## src/rtl/keypad_pkg.sv

```systemverilog
// keypad_pkg: scanner FSM states, direction key codes and the row/col keymap.
package keypad_pkg;
   typedef enum logic [1:0] {SCAN, DEBOUNCE, HELD, RELEASE} state_t;
   localparam logic [3:0] KEY_UP    = 4'h2;
   localparam logic [3:0] KEY_LEFT  = 4'h4;
   localparam logic [3:0] KEY_RIGHT = 4'h6;
   localparam logic [3:0] KEY_DOWN  = 4'h8;
   // Nibble {row,col} holds the code, row-major: 1 2 3 A / 4 5 6 B / 7 8 9 C / E 0 F D
   localparam logic [63:0] KEYMAP = 64'hDF0E_C987_B654_A321;
   function automatic logic [3:0] key_code(input logic [1:0] row, input logic [1:0] col);
      return KEYMAP[{row, col, 2'b00} +: 4];
   endfunction
endpackage

```

## src/rtl/sync_2ff.sv

```systemverilog
// sync_2ff: two-flop synchronizer, resets to all-ones (idle rows).
module sync_2ff #(
   parameter int W = 4
) (
   input  logic         clk_50MHz_i,
   input  logic         rst_sync_la_i,
   input  logic [W-1:0] d,
   output logic [W-1:0] q
);
   logic [W-1:0] meta;
   always_ff @(posedge clk_50MHz_i) begin
      if (!rst_sync_la_i) begin
         meta <= '1;
         q    <= '1;
      end else begin
         meta <= d;
         q    <= meta;
      end
   end
endmodule

```

## src/rtl/keypad_scanner.sv

```systemverilog
// keypad_scanner: 4x4 active-low keypad scan, debounce and hex encode.
// Define KEYPAD_REPEAT_EN to add auto-repeat pulses while a key is held.
module keypad_scanner
   import keypad_pkg::*;
#(
   parameter int SCAN_DIV       = 50000,
   parameter int DEBOUNCE_TICKS = 8
`ifdef KEYPAD_REPEAT_EN
   ,
   parameter int REPEAT_DELAY   = 40,
   parameter int REPEAT_PERIOD  = 10
`endif
) (
   input  logic       clk_50MHz_i,
   input  logic       rst_sync_la_i,
   input  logic [3:0] row_i,
   output logic [3:0] col_o,
   output logic [3:0] key_o,
   output logic       key_valid_o,
   output logic       key_held_o
);
   localparam int TW = SCAN_DIV > 1 ? $clog2(SCAN_DIV) : 1;
   localparam int DW = $clog2(DEBOUNCE_TICKS + 1);
   logic [3:0]    row_s;
   logic [TW-1:0] tick_cnt;
   logic [DW-1:0] db_cnt;
   logic [1:0]    col_idx;
   logic [1:0]    cap_row;
   logic [1:0]    low_row;
   logic          tick;
   logic          row_low;
   logic          db_done;
   state_t        state;
`ifdef KEYPAD_REPEAT_EN
   localparam int RW = $clog2((REPEAT_DELAY > REPEAT_PERIOD ? REPEAT_DELAY : REPEAT_PERIOD) + 1);
   logic [RW-1:0] rep_cnt;
   logic          rep_first;
   logic          rep_hit;
   assign rep_hit = int'(rep_cnt) + 1 == (rep_first ? REPEAT_DELAY : REPEAT_PERIOD);
`endif

   sync_2ff #(.W(4)) u_sync (
      .clk_50MHz_i  (clk_50MHz_i),
      .rst_sync_la_i(rst_sync_la_i),
      .d            (row_i),
      .q            (row_s)
   );

   assign tick    = tick_cnt == TW'(SCAN_DIV - 1);
   assign col_o   = ~(4'b0001 << col_idx);
   assign row_low = ~row_s[cap_row];
   assign low_row = ~row_s[0] ? 2'd0 : ~row_s[1] ? 2'd1 : ~row_s[2] ? 2'd2 : 2'd3;
   // The tick that leaves SCAN/HELD already saw the new level, so it counts as the first match
   assign db_done = int'(db_cnt) + 2 >= DEBOUNCE_TICKS;

   always_ff @(posedge clk_50MHz_i) begin
      if (!rst_sync_la_i) begin
         state       <= SCAN;
         tick_cnt    <= '0;
         db_cnt      <= '0;
         col_idx     <= '0;
         cap_row     <= '0;
         key_o       <= '0;
         key_valid_o <= 1'b0;
         key_held_o  <= 1'b0;
`ifdef KEYPAD_REPEAT_EN
         rep_cnt     <= '0;
         rep_first   <= 1'b1;
`endif
      end else begin
         tick_cnt    <= tick ? '0 : tick_cnt + 1'b1;
         key_valid_o <= 1'b0;
         if (tick) begin
            case (state)
               SCAN: begin
                  if (row_s != 4'hF) begin
                     cap_row <= low_row;
                     db_cnt  <= '0;
                     state   <= DEBOUNCE;
                  end else col_idx <= col_idx + 1'b1;
               end
               DEBOUNCE: begin
                  if (!row_low) begin
                     col_idx <= col_idx + 1'b1;
                     state   <= SCAN;
                  end else if (db_done) begin
                     key_o       <= key_code(cap_row, col_idx);
                     key_valid_o <= 1'b1;
                     key_held_o  <= 1'b1;
                     state       <= HELD;
`ifdef KEYPAD_REPEAT_EN
                     rep_cnt     <= '0;
                     rep_first   <= 1'b1;
`endif
                  end else db_cnt <= db_cnt + 1'b1;
               end
               HELD: begin
                  if (!row_low) begin
                     db_cnt <= '0;
                     state  <= RELEASE;
                  end
`ifdef KEYPAD_REPEAT_EN
                  else if (rep_hit) begin
                     key_valid_o <= 1'b1;
                     rep_cnt     <= '0;
                     rep_first   <= 1'b0;
                  end else rep_cnt <= rep_cnt + 1'b1;
`endif
               end
               RELEASE: begin
                  if (row_low) begin
                     state     <= HELD;
`ifdef KEYPAD_REPEAT_EN
                     rep_cnt   <= '0;
                     rep_first <= 1'b1;
`endif
                  end else if (db_done) begin
                     key_held_o <= 1'b0;
                     col_idx    <= col_idx + 1'b1;
                     state      <= SCAN;
                  end else db_cnt <= db_cnt + 1'b1;
               end
               default: state <= SCAN;
            endcase
         end
      end
   end
endmodule

```

## config.mk

```make
export PLATFORM = sky130hd
export DESIGN_NAME = keypad_scanner
export DESIGN_NICKNAME = d
export VERILOG_FILES = /design/src/rtl/keypad_pkg.sv /design/src/rtl/sync_2ff.sv /design/src/rtl/keypad_scanner.sv
export SDC_FILE = /design/constraint.sdc
export NUM_CORES = 1
export LEC_CHECK = 0
export CORE_MARGIN = 1.5
export CORE_UTILIZATION = 30
export DETAILED_ROUTE_END_ITERATION = 10
export DONT_BUFFER_PORTS = 1
export GPL_TIMING_DRIVEN = 0
export HOLD_SLACK_MARGIN = 0.02
export PLACE_DENSITY = 0.55
export SETUP_SLACK_MARGIN = 0.15
export SKIP_CTS_REPAIR_TIMING = 1
export SLEW_MARGIN = 20
export SYNTH_ARGS = -nofsm -noshare
export SYNTH_HDL_FRONTEND = slang
export SYNTH_HIERARCHICAL = 1
export SYNTH_SLANG_ARGS = --single-unit
export TNS_END_PERCENT = 5
```

## constraint.sdc

```tcl
create_clock -name clk_50MHz_i -period 5.6 [get_ports clk_50MHz_i]
set_input_delay 0.56 -clock clk_50MHz_i [delete_from_list [all_inputs] [get_ports clk_50MHz_i]]
set_output_delay 0.56 -clock clk_50MHz_i [all_outputs]
set_load 0.02 [all_outputs]
```

==> metrics.txt <==
# TYPE chip_impl_metric gauge
chip_impl_metric{name="timing.critical_path.slowest_cell_delay",unit="ps"} 560
chip_impl_metric{name="ff2ff_path_depth",unit=""} 6
chip_impl_metric{name="num_vias",unit=""} 1572
chip_impl_info{name="timing.rr.start",value="tick_cnt[4]$_SDFF_PP0_"} 1
chip_impl_metric{name="report.final.setup_viol",unit=""} 0
chip_impl_metric{name="max_slew_margin",unit="%"} 46.5
chip_impl_metric{name="postPlaceCellArea",unit="mm^2"} 0.00217
chip_impl_metric{name="grt_util_all_layers",unit="%"} 11.4
chip_impl_info{name="criticalPathCategory",value="reg2reg"} 1
chip_impl_metric{name="detailedPlace.worstSlack",unit="ps"} 3180
chip_impl_metric{name="clk_path_buf_depth",unit=""} 2
chip_impl_metric{name="power_leakage",unit="nW"} 0.805
chip_impl_metric{name="post_route_cells_drive_above_1_share",unit="%"} 7.47
chip_impl_metric{name="final-max-slew-violation-count",unit=""} 0
chip_impl_info{name="tritoncts",value="built"} 1
chip_impl_metric{name="wl_per_cell",unit="um"} 12.3
chip_impl_metric{name="timing.critical_path.depth",unit=""} 6
chip_impl_metric{name="clock-skew-final",unit="ps"} 9.82
chip_impl_metric{name="die_w",unit="um"} 86.2
chip_impl_metric{name="setup-tns-final",unit="ps"} 0
chip_impl_metric{name="routed_via_density",unit=""} 4.90
chip_impl_info{name="clock_tree_root_buffer_cell",value="sky130_fd_sc_hd__clkbuf_8"} 1
chip_impl_metric{name="dp_hpwl",unit="um"} 2950
chip_impl_info{name="cp_cell_sequence",value="or4_4 > nor4_1 > nand2_1 > nand2_1 > clkbuf_1 > nor2_1"} 1
chip_impl_info{name="worst_setup_path_startpoint",value="tick_cnt[4]$_SDFF_PP0_"} 1
chip_impl_metric{name="synth_fp_nets",unit=""} 254
chip_impl_info{name="worstSetupEndpoint",value="tick_cnt[12]$_SDFF_PP0_"} 1
chip_impl_metric{name="final_min_period_over_clock_period",unit="%"} 42.7
chip_impl_metric{name="clk_latency",unit="ps"} 290
chip_impl_metric{name="synth_cells",unit=""} 234
chip_impl_info{name="most_numerous_cell_on_the_critical_path",value="sky130_fd_sc_hd__nand2_1"} 1
chip_impl_metric{name="p_total",unit="mW"} 0.489
chip_impl_metric{name="final_nets",unit=""} 261
chip_impl_metric{name="final-instance-count-excl-fill",unit=""} 321
chip_impl_metric{name="grt_start_max_net_pins",unit=""} 12
chip_impl_metric{name="hold_violations",unit=""} 0
chip_impl_metric{name="pin_count",unit=""} 16
chip_impl_metric{name="max_cap_violations",unit=""} 0
chip_impl_metric{name="floorplan.initialDensity",unit="%"} 30.7
chip_impl_metric{name="synthToLayoutAreaGrowth",unit="%"} 8.56
chip_impl_metric{name="place.port_buffers",unit=""} 0
chip_impl_metric{name="wirelength",unit="um"} 3960
chip_impl_info{name="rsz0062_at_grt",value="no"} 1
chip_impl_metric{name="routabilityCongestion",unit=""} 0.744
chip_impl_metric{name="post_synth_instance_area",unit="mm^2"} 0.00207
chip_impl_metric{name="tritoncts.num_buffers",unit=""} 5
chip_impl_metric{name="timing.fmax",unit="GHz"} 0.418
chip_impl_info{name="run_status",value="finished, final reports clean"} 1
chip_impl_metric{name="worst_ep_arrival_time",unit="ps"} 2550
chip_impl_info{name="worst_path_max_delay_cell",value="sky130_fd_sc_hd__or4_4"} 1
chip_impl_metric{name="synth_seq_area_share",unit="%"} 38.6
chip_impl_metric{name="synth.ff_latch_count",unit=""} 40
chip_impl_metric{name="die_extent_in_y",unit="um"} 86.2
chip_impl_info{name="worst_setup_path_end_kind",value="flip-flop"} 1
chip_impl_metric{name="antenna_found_initial",unit=""} 0
chip_impl_metric{name="worst_slew_pin_slew",unit="ps"} 794
chip_impl_metric{name="std_cell_rows",unit=""} 30
chip_impl_metric{name="powerDensity",unit="mW/mm^2"} 217
chip_impl_info{name="worstSetupStartpointType",value="flip-flop"} 1
chip_impl_metric{name="synth.yosys.warnings",unit=""} 6
chip_impl_metric{name="irDropWorstVdd",unit="uV"} 96.0
chip_impl_metric{name="drtAntennaViolNets",unit=""} 0
chip_impl_metric{name="crit_required",unit="ps"} 5760
chip_impl_metric{name="critical_path.max_fanout",unit=""} 10
chip_impl_metric{name="floorplan.die_area",unit="mm^2"} 0.00742
chip_impl_metric{name="finalCriticalPeriod",unit="ps"} 2390
chip_impl_metric{name="cts.sinks",unit=""} 40
chip_impl_metric{name="synth.distinct_cells",unit=""} 47
chip_impl_info{name="min-delay-path-class",value="in2reg"} 1
chip_impl_metric{name="fin_worst_hold_slack",unit="ps"} 349
chip_impl_metric{name="dp_cells",unit=""} 314
chip_impl_metric{name="drt-pass1-iter-count",unit=""} 4
chip_impl_info{name="path_delay_family",value="simple AND/OR/NAND/NOR gates"} 1
chip_impl_metric{name="synth_edf_count",unit=""} 0
chip_impl_metric{name="r2r_slack",unit="ps"} 3210
chip_impl_metric{name="synthesis.area_per_instance",unit="um^2"} 8.87
chip_impl_metric{name="first_global_vias",unit=""} 1473
chip_impl_info{name="r2r_endpoint",value="tick_cnt[12]$_SDFF_PP0_"} 1
chip_impl_metric{name="worst_slack",unit="ps"} 3210
chip_impl_metric{name="cts.htree.levels",unit=""} 2
chip_impl_metric{name="drt_iter0_drc",unit=""} 84
chip_impl_info{name="most_used_dff_post_synth",value="sky130_fd_sc_hd__dfxtp_1"} 1
chip_impl_metric{name="number_of_buffer_and_inverter_stages_on_the_critical_path",unit=""} 1
chip_impl_metric{name="globalRouteOverflowTotal",unit=""} 0
chip_impl_metric{name="clock_pin_slew_on_the_worst_setup_and_hold_paths",unit="ps"} 80
chip_impl_metric{name="stdcell_area",unit="mm^2"} 0.00225
chip_impl_metric{name="grt_first_pass_wirelength",unit="um"} 6740
chip_impl_metric{name="core_region_area",unit="mm^2"} 0.00676
chip_impl_metric{name="drcViolationCount",unit=""} 0
chip_impl_metric{name="num_antenna_cells",unit=""} 0
chip_impl_metric{name="final_core_occ",unit="%"} 33.3
chip_impl_metric{name="async_flop_share",unit="%"} 0
## worst min path at each step
stage | startpoint | slack [ps] | cells past startpoint | to
CTS | rst_sync_la_i | 340 | 1 | u_sync/meta[1]$_SDFF_PN1_
floorplan | u_sync/meta[0]$_SDFF_PN1_ | 390 | 1 | u_sync/q[0]$_SDFF_PN1_
detailed placement | u_sync/meta[2]$_SDFF_PN1_ | 400 | 1 | u_sync/q[2]$_SDFF_PN1_
global route | rst_sync_la_i | 330 | 1 | u_sync/meta[1]$_SDFF_PN1_
finish | rst_sync_la_i | 350 | 1 | u_sync/meta[1]$_SDFF_PN1_
global placement | u_sync/meta[1]$_SDFF_PN1_ | 400 | 1 | u_sync/q[1]$_SDFF_PN1_
## power breakdown
group          switching, mW  total, mW  internal (mW)
Clock                 0.0968      0.182         0.0848
Sequential           0.00322      0.292          0.289
Combinational        0.00911     0.0153        0.00620
Total                  0.109      0.489          0.380
## cells in the final DEF, fill, tap and decap left out, drive strengths merged, types with 2 or more instances in the layout
cell / n
dfxtp: 40
nor2: 28
nand2: 17
ha: 14
clkbuf: 14
inv: 11
nand2b: 11
nand3: 10
a21oi: 9
a211oi: 8
mux2i: 7
xnor2: 7
xor2: 7
o21ai: 5
nand4: 5
nor3: 5
and3: 4
o31ai: 3
nor4: 3
and2: 3
or4: 2
buf: 2
o211ai: 2
or3: 2
and4: 2
or4b: 2
## flip-flops by register name (all words and copies together) (netlist names), named ones only
register     count
u_sync/q         4
tick_cnt        16
key_o            4
db_cnt           4
u_sync/meta      4
key_valid_o      1
key_held_o       1
cap_row          2
state            1
col_idx          2
## cells in the mapped netlist (all sizes together) (2+ instances only)
| cell | instances | area share [%] |
|---|---|---|
| and2 | 3 | 0.97 |
| xnor2 | 7 | 3.0 |
| a21oi | 9 | 2.2 |
| or4b | 2 | 0.97 |
| nand2b | 11 | 3.3 |
| nand2 | 17 | 3.1 |
| ha | 14 | 8.4 |
| dfxtp | 40 | 39 |
| o211ai | 2 | 0.72 |
| nor2 | 28 | 5.1 |
| and3 | 4 | 1.2 |
| nand4 | 5 | 1.5 |
| mux2i | 7 | 3.4 |
| nand3 | 10 | 2.4 |
| inv | 11 | 2.0 |
| nor4 | 3 | 1.6 |
| or4 | 2 | 1.1 |
| and4 | 2 | 0.90 |
| a211oi | 8 | 2.9 |
| xor2 | 7 | 3.0 |
| o21ai | 5 | 1.2 |
| clkbuf | 8 | 1.4 |
| or3 | 2 | 0.60 |
| buf | 2 | 0.48 |
| o31ai | 3 | 1.1 |
| nor3 | 5 | 1.2 |
## area by class of cell
type / count / area, um^2
Clock inverter: 1 / 5.00
Tap cell: 80 / 100
Inverter: 11 / 41.3
Buffer: 10 / 40.0
Multi-Input combinational cell: 173 / 1190
Fill cell: 720 / 4500
Clock buffer: 6 / 72.6
Sequential cell: 40 / 801
## per-layer routing
metal	vias up	track usage (%)	part of all wire (%)
met5	-	0	0
li1	832	-	-
met4	0	3.96	1.4
met1	712	15.4	52
met3	5	2.60	3.2
met2	23	17.9	44
## logic make-up after synthesis
group / count (synthesis) / synth area share, %
adders and majority gates: 14 / 8.44
buffers and inverters: 21 / 3.92
and+or+nand+nor: 101 / 26.7
xor gates and xnor gates: 14 / 5.91
muxes: 9 / 5.01
AOI/OAI and AO/OA: 35 / 11.4
DFF: 40 / 38.6
Power figures use the tool's default switching activity.
